$ cat config.mk
export PLATFORM = sky130hd
export DESIGN_NAME = dm_access_ctrl
export DESIGN_NICKNAME = d
export VERILOG_FILES = /design/src/rtl/dm_ctrl_pkg.sv /design/src/rtl/rr_arb2.sv /design/src/rtl/dm_access_ctrl.sv
export SDC_FILE = /design/constraint.sdc
export NUM_CORES = 1
export LEC_CHECK = 0
export ABC_AREA = 1
export CAP_MARGIN = 10
export CORE_MARGIN = 2
export CORE_UTILIZATION = 35
export DETAILED_ROUTE_END_ITERATION = 8
export PLACE_DENSITY = 0.75
export SLEW_MARGIN = 15
export SYNTH_ARGS = -nofsm -noshare
export SYNTH_HDL_FRONTEND = slang
export SYNTH_SLANG_ARGS = --single-unit
$ cat constraint.sdc
create_clock -name clk -period 1.67 [get_ports clk]
set_input_delay 0.167 -clock clk [delete_from_list [all_inputs] [get_ports clk]]
set_output_delay 0.167 -clock clk [all_outputs]
set_load 0.05 [all_outputs]
$ cat src/rtl/dm_ctrl_pkg.sv
// Shared types and constants for the data-memory access controller.
// The state encoding and requester ids are fixed so waveforms read the same everywhere.
package dm_ctrl_pkg;

   localparam logic [1:0] ST_IDLE   = 2'd0;
   localparam logic [1:0] ST_ACCESS = 2'd1;
   localparam logic [1:0] ST_RESP   = 2'd2;

   typedef enum logic [1:0] {
      IDLE   = ST_IDLE,
      ACCESS = ST_ACCESS,
      RESP   = ST_RESP
   } state_t;

   localparam logic M0 = 1'b0;
   localparam logic M1 = 1'b1;

   localparam int DEF_DATA_MEM_SIZE = 128;

   // Word access is out of range when its last byte would fall past the array.
   // The compare is unsigned 32-bit, so addresses near 2^32 never wrap into range.
   function automatic logic addrErr(input logic [31:0] addr, input logic [31:0] memSize,
                                    input logic alignCheck);
      return (addr > (memSize - 32'd4)) || (alignCheck && (addr[1:0] != 2'b00));
   endfunction

endpackage

$ cat src/rtl/rr_arb2.sv
// Two-way round-robin arbiter; on a tie the requester that did not win last time gets it.
module rr_arb2
   import dm_ctrl_pkg::*;
(
   input  logic       clk,
   input  logic       rst,
   input  logic [1:0] req,
   input  logic       update,
   output logic       win,
   output logic       any
);

   logic lastGnt;

   assign any = |req;
   assign win = (&req) ? ~lastGnt : req[1];

   // Reset to M1 so M0 takes the first tie.
   always_ff @(posedge clk) begin
      if (rst)
         lastGnt <= M1;
      else if (update && any)
         lastGnt <= win;
   end

endmodule

$ cat src/rtl/dm_access_ctrl.sv
// Shares the big-endian data memory between the CPU port (m0) and the loader/debug port (m1),
// one word per transaction, with bounds/alignment checking and a registered response.
//
//   state  | meaning
//   IDLE   | no transaction in flight, waiting for a request
//   ACCESS | latched transaction drives the DM; gnt to its requester
//   RESP   | rvalid/err/rdata to the requester; may accept the next request
module dm_access_ctrl
   import dm_ctrl_pkg::*;
#(
   parameter int DATA_MEM_SIZE = DEF_DATA_MEM_SIZE,
   parameter bit ALIGN_CHECK   = 1'b1
) (
   input  logic        clk,
   input  logic        rst,
   input  logic        m0_req,
   input  logic        m0_we,
   input  logic [31:0] m0_addr,
   input  logic [31:0] m0_wdata,
   output logic        m0_gnt,
   output logic        m0_rvalid,
   output logic [31:0] m0_rdata,
   output logic        m0_err,
   input  logic        m1_req,
   input  logic        m1_we,
   input  logic [31:0] m1_addr,
   input  logic [31:0] m1_wdata,
   output logic        m1_gnt,
   output logic        m1_rvalid,
   output logic [31:0] m1_rdata,
   output logic        m1_err,
   output logic [31:0] MemAddr,
   output logic [31:0] MemWriteData,
   output logic        MemWrite,
   output logic        MemRead,
   input  logic [31:0] MemReadData
);

   state_t      state;
   logic        idQ;
   logic        weQ;
   logic [31:0] addrQ;
   logic [31:0] wdataQ;
   logic [31:0] rdata0Q;
   logic [31:0] rdata1Q;

   logic        arbWin;
   logic        arbAny;
   logic        arbUpdate;
   logic        errCond;
   logic        inAccess;
   logic        inResp;
   logic        okAccess;
   logic [31:0] capture;

   assign arbUpdate = (state == IDLE) || (state == RESP);

   rr_arb2 uArb (
      .clk    (clk),
      .rst    (rst),
      .req    ({m1_req, m0_req}),
      .update (arbUpdate),
      .win    (arbWin),
      .any    (arbAny)
   );

   assign errCond  = addrErr(addrQ, 32'(DATA_MEM_SIZE), ALIGN_CHECK);
   assign inAccess = (state == ACCESS);
   assign inResp   = (state == RESP);
   assign okAccess = inAccess && !errCond;
   assign capture  = (weQ || errCond) ? 32'h0 : MemReadData;

   always_ff @(posedge clk) begin
      if (rst) begin
         state   <= IDLE;
         idQ     <= M0;
         weQ     <= 1'b0;
         addrQ   <= 32'h0;
         wdataQ  <= 32'h0;
         rdata0Q <= 32'h0;
         rdata1Q <= 32'h0;
      end else begin
         case (state)
            IDLE, RESP: begin
               if (arbAny) begin
                  state  <= ACCESS;
                  idQ    <= arbWin;
                  weQ    <= (arbWin == M1) ? m1_we    : m0_we;
                  addrQ  <= (arbWin == M1) ? m1_addr  : m0_addr;
                  wdataQ <= (arbWin == M1) ? m1_wdata : m0_wdata;
               end else begin
                  state <= IDLE;
               end
            end
            ACCESS: begin
               state <= RESP;
               if (idQ == M1)
                  rdata1Q <= capture;
               else
                  rdata0Q <= capture;
            end
            default: state <= IDLE;
         endcase
      end
   end

   assign m0_gnt    = inAccess && (idQ == M0);
   assign m1_gnt    = inAccess && (idQ == M1);
   assign m0_rvalid = inResp && (idQ == M0);
   assign m1_rvalid = inResp && (idQ == M1);
   assign m0_err    = m0_rvalid && errCond;
   assign m1_err    = m1_rvalid && errCond;
   assign m0_rdata  = rdata0Q;
   assign m1_rdata  = rdata1Q;

   // rst gates the write strobe directly so a reset landing in ACCESS never commits.
   assign MemAddr      = okAccess ? addrQ : 32'h0;
   assign MemWriteData = (okAccess && weQ) ? wdataQ : 32'h0;
   assign MemRead      = okAccess && !weQ;
   assign MemWrite     = okAccess && weQ && !rst;

endmodule

Word-level counts from Yosys, hierarchy flattened
Cells that the tools add are included.

Flip-flop bits (word level): 133. Input bits: 166. Output and inout port bits: 136. Logic and storage cells: 47.

$lt $le $gt $ge: 1. Eq/ne operators: 2. Mux-type cells: 9. Bitwise gates (word level): 2. Reduce and logical (&&, ||, !) cells: 25.

Operator list (count): two-way mux 32 bit (5); greater-than comparator 32 x 7 -> 1 bit (second input constant) (1); logical AND 1 bit (11); AND reduction 2 bit (4); one-hot mux 2 bit (2 select lines) (1); OR reduction 2 bit (2); zero test 1 bit (3); logical OR 1 bit (3); two-way mux 1 bit (3); equality test 2 x 1 -> 1 bit (second input constant) (1); equality test 2 bit (second input constant) (1); zero test 2 bit (1); NOT 1 bit (2); nonzero test 2 bit (1).

Depth between registers and ports, before layout
Depth in word-level cells: 6. Gate-level depth with buffers: 8. Depth with buffers taken out: 7.

Modules after synthesis
A second synthesis with hierarchy kept.

Cell total of the unflattened synthesis: 739. Area, all modules: 5686.7 um^2.

By module, submodules not included: dm_access_ctrl (times used 1, cells each 730, area an instance 5626.6 um^2, sequential area each 2642.5 um^2); rr_arb2 (times used 1, cells each 9, area an instance 60.1 um^2, sequential area each 20.0 um^2).

Worst setup path before layout
Ideal clock, no wire load.

Path type: flip-flop to output port. Start: reg addrQ[16]. End: out m0_err. Arrival: 2203 ps. Data required time: 1503 ps. Path slack: -700 ps. Cell stages (with the launch flop): 8. Path buffers: 1. Cells stage by stage: dfxtp_1 nor2_1 nand2_1 nor2_1 nand2_1 nor2_4 buf_6 nor4_1.

Longest elaborated chain between the ends: 3.

Ends and longest elaborated chain: start: declaration (line dm_access_ctrl.sv:42) `logic [31:0] addrQ;`; start signal: assignment (line dm_access_ctrl.sv:89) `addrQ <= (arbWin == M1) ? m1_addr : m0_addr;`; greater-than comparator 32 x 7 -> 1 bit (line dm_ctrl_pkg.sv:24) `return (addr > (memSize - 32'd4)) || (alignCheck && (addr[1:0] != 2'b00));`; logical OR 1 bit (line dm_ctrl_pkg.sv:24); logical AND 1 bit (line dm_access_ctrl.sv:111) `assign m0_err = m0_rvalid && errCond;`; end: declaration (line dm_access_ctrl.sv:23) `output logic m0_err,`.

Every way passes these cells.

Worst setup path in the final report
Start: reg addrQ[21]. End: out MemWriteData[9].

Longest elaborated chain between the ends: 6.

Ends and longest elaborated chain: greater-than comparator 32 x 7 -> 1 bit (line dm_ctrl_pkg.sv:24); logical OR 1 bit (line dm_ctrl_pkg.sv:24); zero test 1 bit (line dm_access_ctrl.sv:70) `assign okAccess = inAccess && !errCond;`; logical AND 1 bit (line dm_access_ctrl.sv:70); logical AND 1 bit (line dm_access_ctrl.sv:118) `assign MemWriteData = (okAccess && weQ) ? wdataQ : 32'h0;`; two-way mux 32 bit (line dm_access_ctrl.sv:118); end: declaration (line dm_access_ctrl.sv:33) `output logic [31:0] MemWriteData,`.

Every way passes these cells.

==> reports/metrics.cfg <==
[run_status]
outcome = complete, but fails checks
violations = setup timing

[critical_path]
r2r_setup_slack_ns = -0.05
reg2regPathDepth = 9
cp-endpoint = MemWriteData[9]
critPathCaptureType = primary output
cp_max_fo = 12
cp-startpoint = addrQ[21]$_SDFFE_PP0P_
critical_path_class = flop to primary output
reg2reg_from = addrQ[21]$_SDFFE_PP0P_
worstReg2RegEnd = m0_rdata[14]$_SDFFE_PP0P_
required_ns = 1.50
arrival_ns = 1.96
start_kind = flop

[clocking]
clockRootBuffer = clkbuf_16
h-tree-depth = 4
tritoncts = yes
cts_made_buffers = 17
clk_latency_ns = 0.41
ctsLongestPathBuffers = 2
clkSinkCount = 133
clk_pin_slew_ns = 0.06

[timing]
layout_setup_ws_ns = -0.457
period_share_pct = 127
clock-skew-final_ns = 0.0130
relSlewSlack_pct = 65.2
setup_viol_count_final = 51
timing_hold_violations_final = 0
tightest_slew_ns = 0.525
holdWs_ns = 0.320
min_period_ns = 2.13
drv_slew = 0
final.setup.tns_ns = -17.76
fmax_mhz = 470
rsz0062_at_grt = true

[logic_synthesis]
yosysSeqAreaShare_pct = 46.2
syn_area_sq_um = 5770
syn_avg_cell_area_sq_um = 7.42
yosys_warnings = 0
synth_seq_cells = 133
netlist_instances = 777
synthDistinctLibCells = 22

[final_layout]
antenna_cells = 0
instances_no_fill = 1275
fin_nets = 1213
area_delta_synth_final_pct = 81.7
drive_gt1_share_pct = 23.5
final_core_util_pct = 65.5

[drt]
drt_first_pass_iters = 5
wl_per_cell_microns = 16.1
route.met3.wl_mm = 1.28
routed.top_layer = met4
routedLengthMet1_mm = 8.30
drc_errors = 0
drtAntennaViolNets = 0
num_vias = 6342
first_iter_violations = 317
drt_wl_total_mm = 20.5
dr_wl_met2_mm = 10.4
routed_via_density = 4.97

[placed_design]
gp_congestion = 0.782
dp_cells = 1230
hpwl_mm = 13.6
io_buffers = 274
post-place-ws_ns = -0.0957

[grt]
grt-ovfl-total = 0
grt_pass1_wl_mm = 31.7
grt_max_degree = 77
grt_pass1_vias = 6124
grtUsageTotal_pct = 22.5
antenna_found_initial = 0

[floorplan]
die_x_microns = 132
dieArea_sq_um = 17500
start_util_pct = 36.0
rows = 46
die-height_microns = 132
coreArea_sq_um = 16000
io_pins = 302

[run]
maxCapViolCount = 0

[power_and_ir_drop]
power.static_leakage_uw = 0.00412
power.density_nw_per_um2 = 876
ir_worst_vdd_mv = 0.693

[worst_hold_path]
hp-class = input pin to flop

==> cells by family after synthesis <==
logic type,synth area share (%)
DFF,46.2
AOI/OAI and AO/OA,23.9
buffers and inverters,11.9
and+or+nand+nor,18.0
other,0.0650
==> repair_timing <==
item                       CTS  global route
setup buffers                7             3
resized for setup           45            55
cloned                       5             0
hold buffers                 0             0
setup endpoints to repair   75           108
pin swaps                    6            15
==> through the flow <==
step | total power [uW] | area, sq um
floorplan | 4750 | 6140
global placement | 5530 | 9410
detailed placement | 5550 | 9410
CTS | 9160 | 10200
global route | 9550 | 10500
finish | 9170 | 10500
==> where the power goes <==
part	total (uW)	switching, uW	internal, uW
logic	2040	1210	831
registers	3560	127	3430
clock network	3570	1410	2160
==> flip-flops by register name, indices dropped and copies added, names as in the netlist <==
signal        count
addrQ            32
idQ               1
m0_rdata         32
m1_rdata         32
state             2
uArb.lastGnt      1
wdataQ           32
weQ               1
==> cell usage in the layout, fill, tap and decap left out, types with 2 or more instances in the layout <==
| master | synthesis | layout |
|---|---|---|
| nor4_2 | 0 | 3 |
| a21oi_2 | 0 | 25 |
| dlygate4sd2_1 | 0 | 31 |
| inv_2 | 2 | 4 |
| nand3_2 | 0 | 3 |
| nand2_1 | 144 | 141 |
| clkinv_2 | 0 | 3 |
| clkdlybuf4s50_1 | 0 | 165 |
| nand3_1 | 33 | 20 |
| clkinv_4 | 0 | 2 |
| a21oi_1 | 65 | 40 |
| or2_1 | 2 | 2 |
| a31oi_1 | 65 | 65 |
| o21ai_0 | 126 | 126 |
| nor2_1 | 48 | 16 |
| dfxtp_2 | 0 | 2 |
| buf_4 | 28 | 53 |
| buf_12 | 0 | 60 |
| nor2_2 | 11 | 2 |
| nor2_4 | 2 | 43 |
| conb_1 | 1 | 27 |
| nand3_4 | 1 | 11 |
| dfxtp_1 | 133 | 131 |
| clkinvlp_4 | 0 | 4 |
| inv_1 | 44 | 42 |
| clkbuf_8 | 0 | 3 |
| clkbuf_16 | 0 | 17 |
| bufbuf_16 | 0 | 4 |
| buf_8 | 0 | 2 |
| o21ai_1 | 3 | 3 |
| nand2_2 | 0 | 2 |
==> synth_stat cells <==
cell type / n / area (sq um)
dfxtp_1: 133 / 2660
inv_1: 44 / 165
nor2_2: 11 / 68.8
nor2_4: 2 / 22.5
nor4_1: 3 / 18.8
nor3_1: 2 / 10.0
conb_1: 1 / 3.75
nand3_4: 1 / 17.5
a31oi_1: 65 / 407
nand2_1: 144 / 541
buf_6: 6 / 67.6
o21ai_1: 3 / 15.0
o21ai_0: 126 / 631
buf_4: 28 / 210
or2_1: 2 / 12.5
a21oi_1: 65 / 325
nand3_1: 33 / 165
nor2_1: 48 / 180
buf_1: 5 / 18.8
clkbuf_1: 38 / 143
buf_2: 15 / 75.1
inv_2: 2 / 7.51
==> metal layers <==
layer,up-vias,GRT usage [%]
li1,3113,-
met1,2928,27.3
met2,267,38.7
met3,34,5.46
met4,0,8.18
met5,-,0
==> critical path, stage by stage, from the launching register on <==
cell,delay (ns)
dfxtp_2,0.31
or2_1,0.21
nor2_1,0.09
nand2_1,0.11
nor2_4,0.17
nand3_4,0.17
buf_12,0.22
nor2_4,0.11
buf_12,0.14
==> how the worst min path moves through the flow <==
stage                                          from                   endpoint  slack [ns]  cells after the start
final                                   m0_addr[14]     addrQ[14]$_SDFFE_PP0P_        0.32                      3
after global placement    uArb.lastGnt$_SDFFE_PP1P_  uArb.lastGnt$_SDFFE_PP1P_        0.46                      2
after detailed placement  uArb.lastGnt$_SDFFE_PP1P_  uArb.lastGnt$_SDFFE_PP1P_        0.45                      2
after CTS                              m0_wdata[19]    wdataQ[19]$_SDFFE_PP0P_        0.31                      3
after global routing                     m1_addr[8]      addrQ[8]$_SDFFE_PP0P_        0.32                      3
after floorplan                                 rst           idQ$_SDFFE_PP0P_        0.24                      1
==> final cells by class <==
cell class                      instances  area (sq um)
Clock buffer                           20           467
Sequential cell                       133          2670
Timing Repair Buffer                  317          3720
Inverter                               46           173
Fill cell                            1274          5520
Multi-Input combinational cell        532          3080
Tap cell                              216           270
Clock inverter                         11           101
Power figures use the tool's default switching activity.
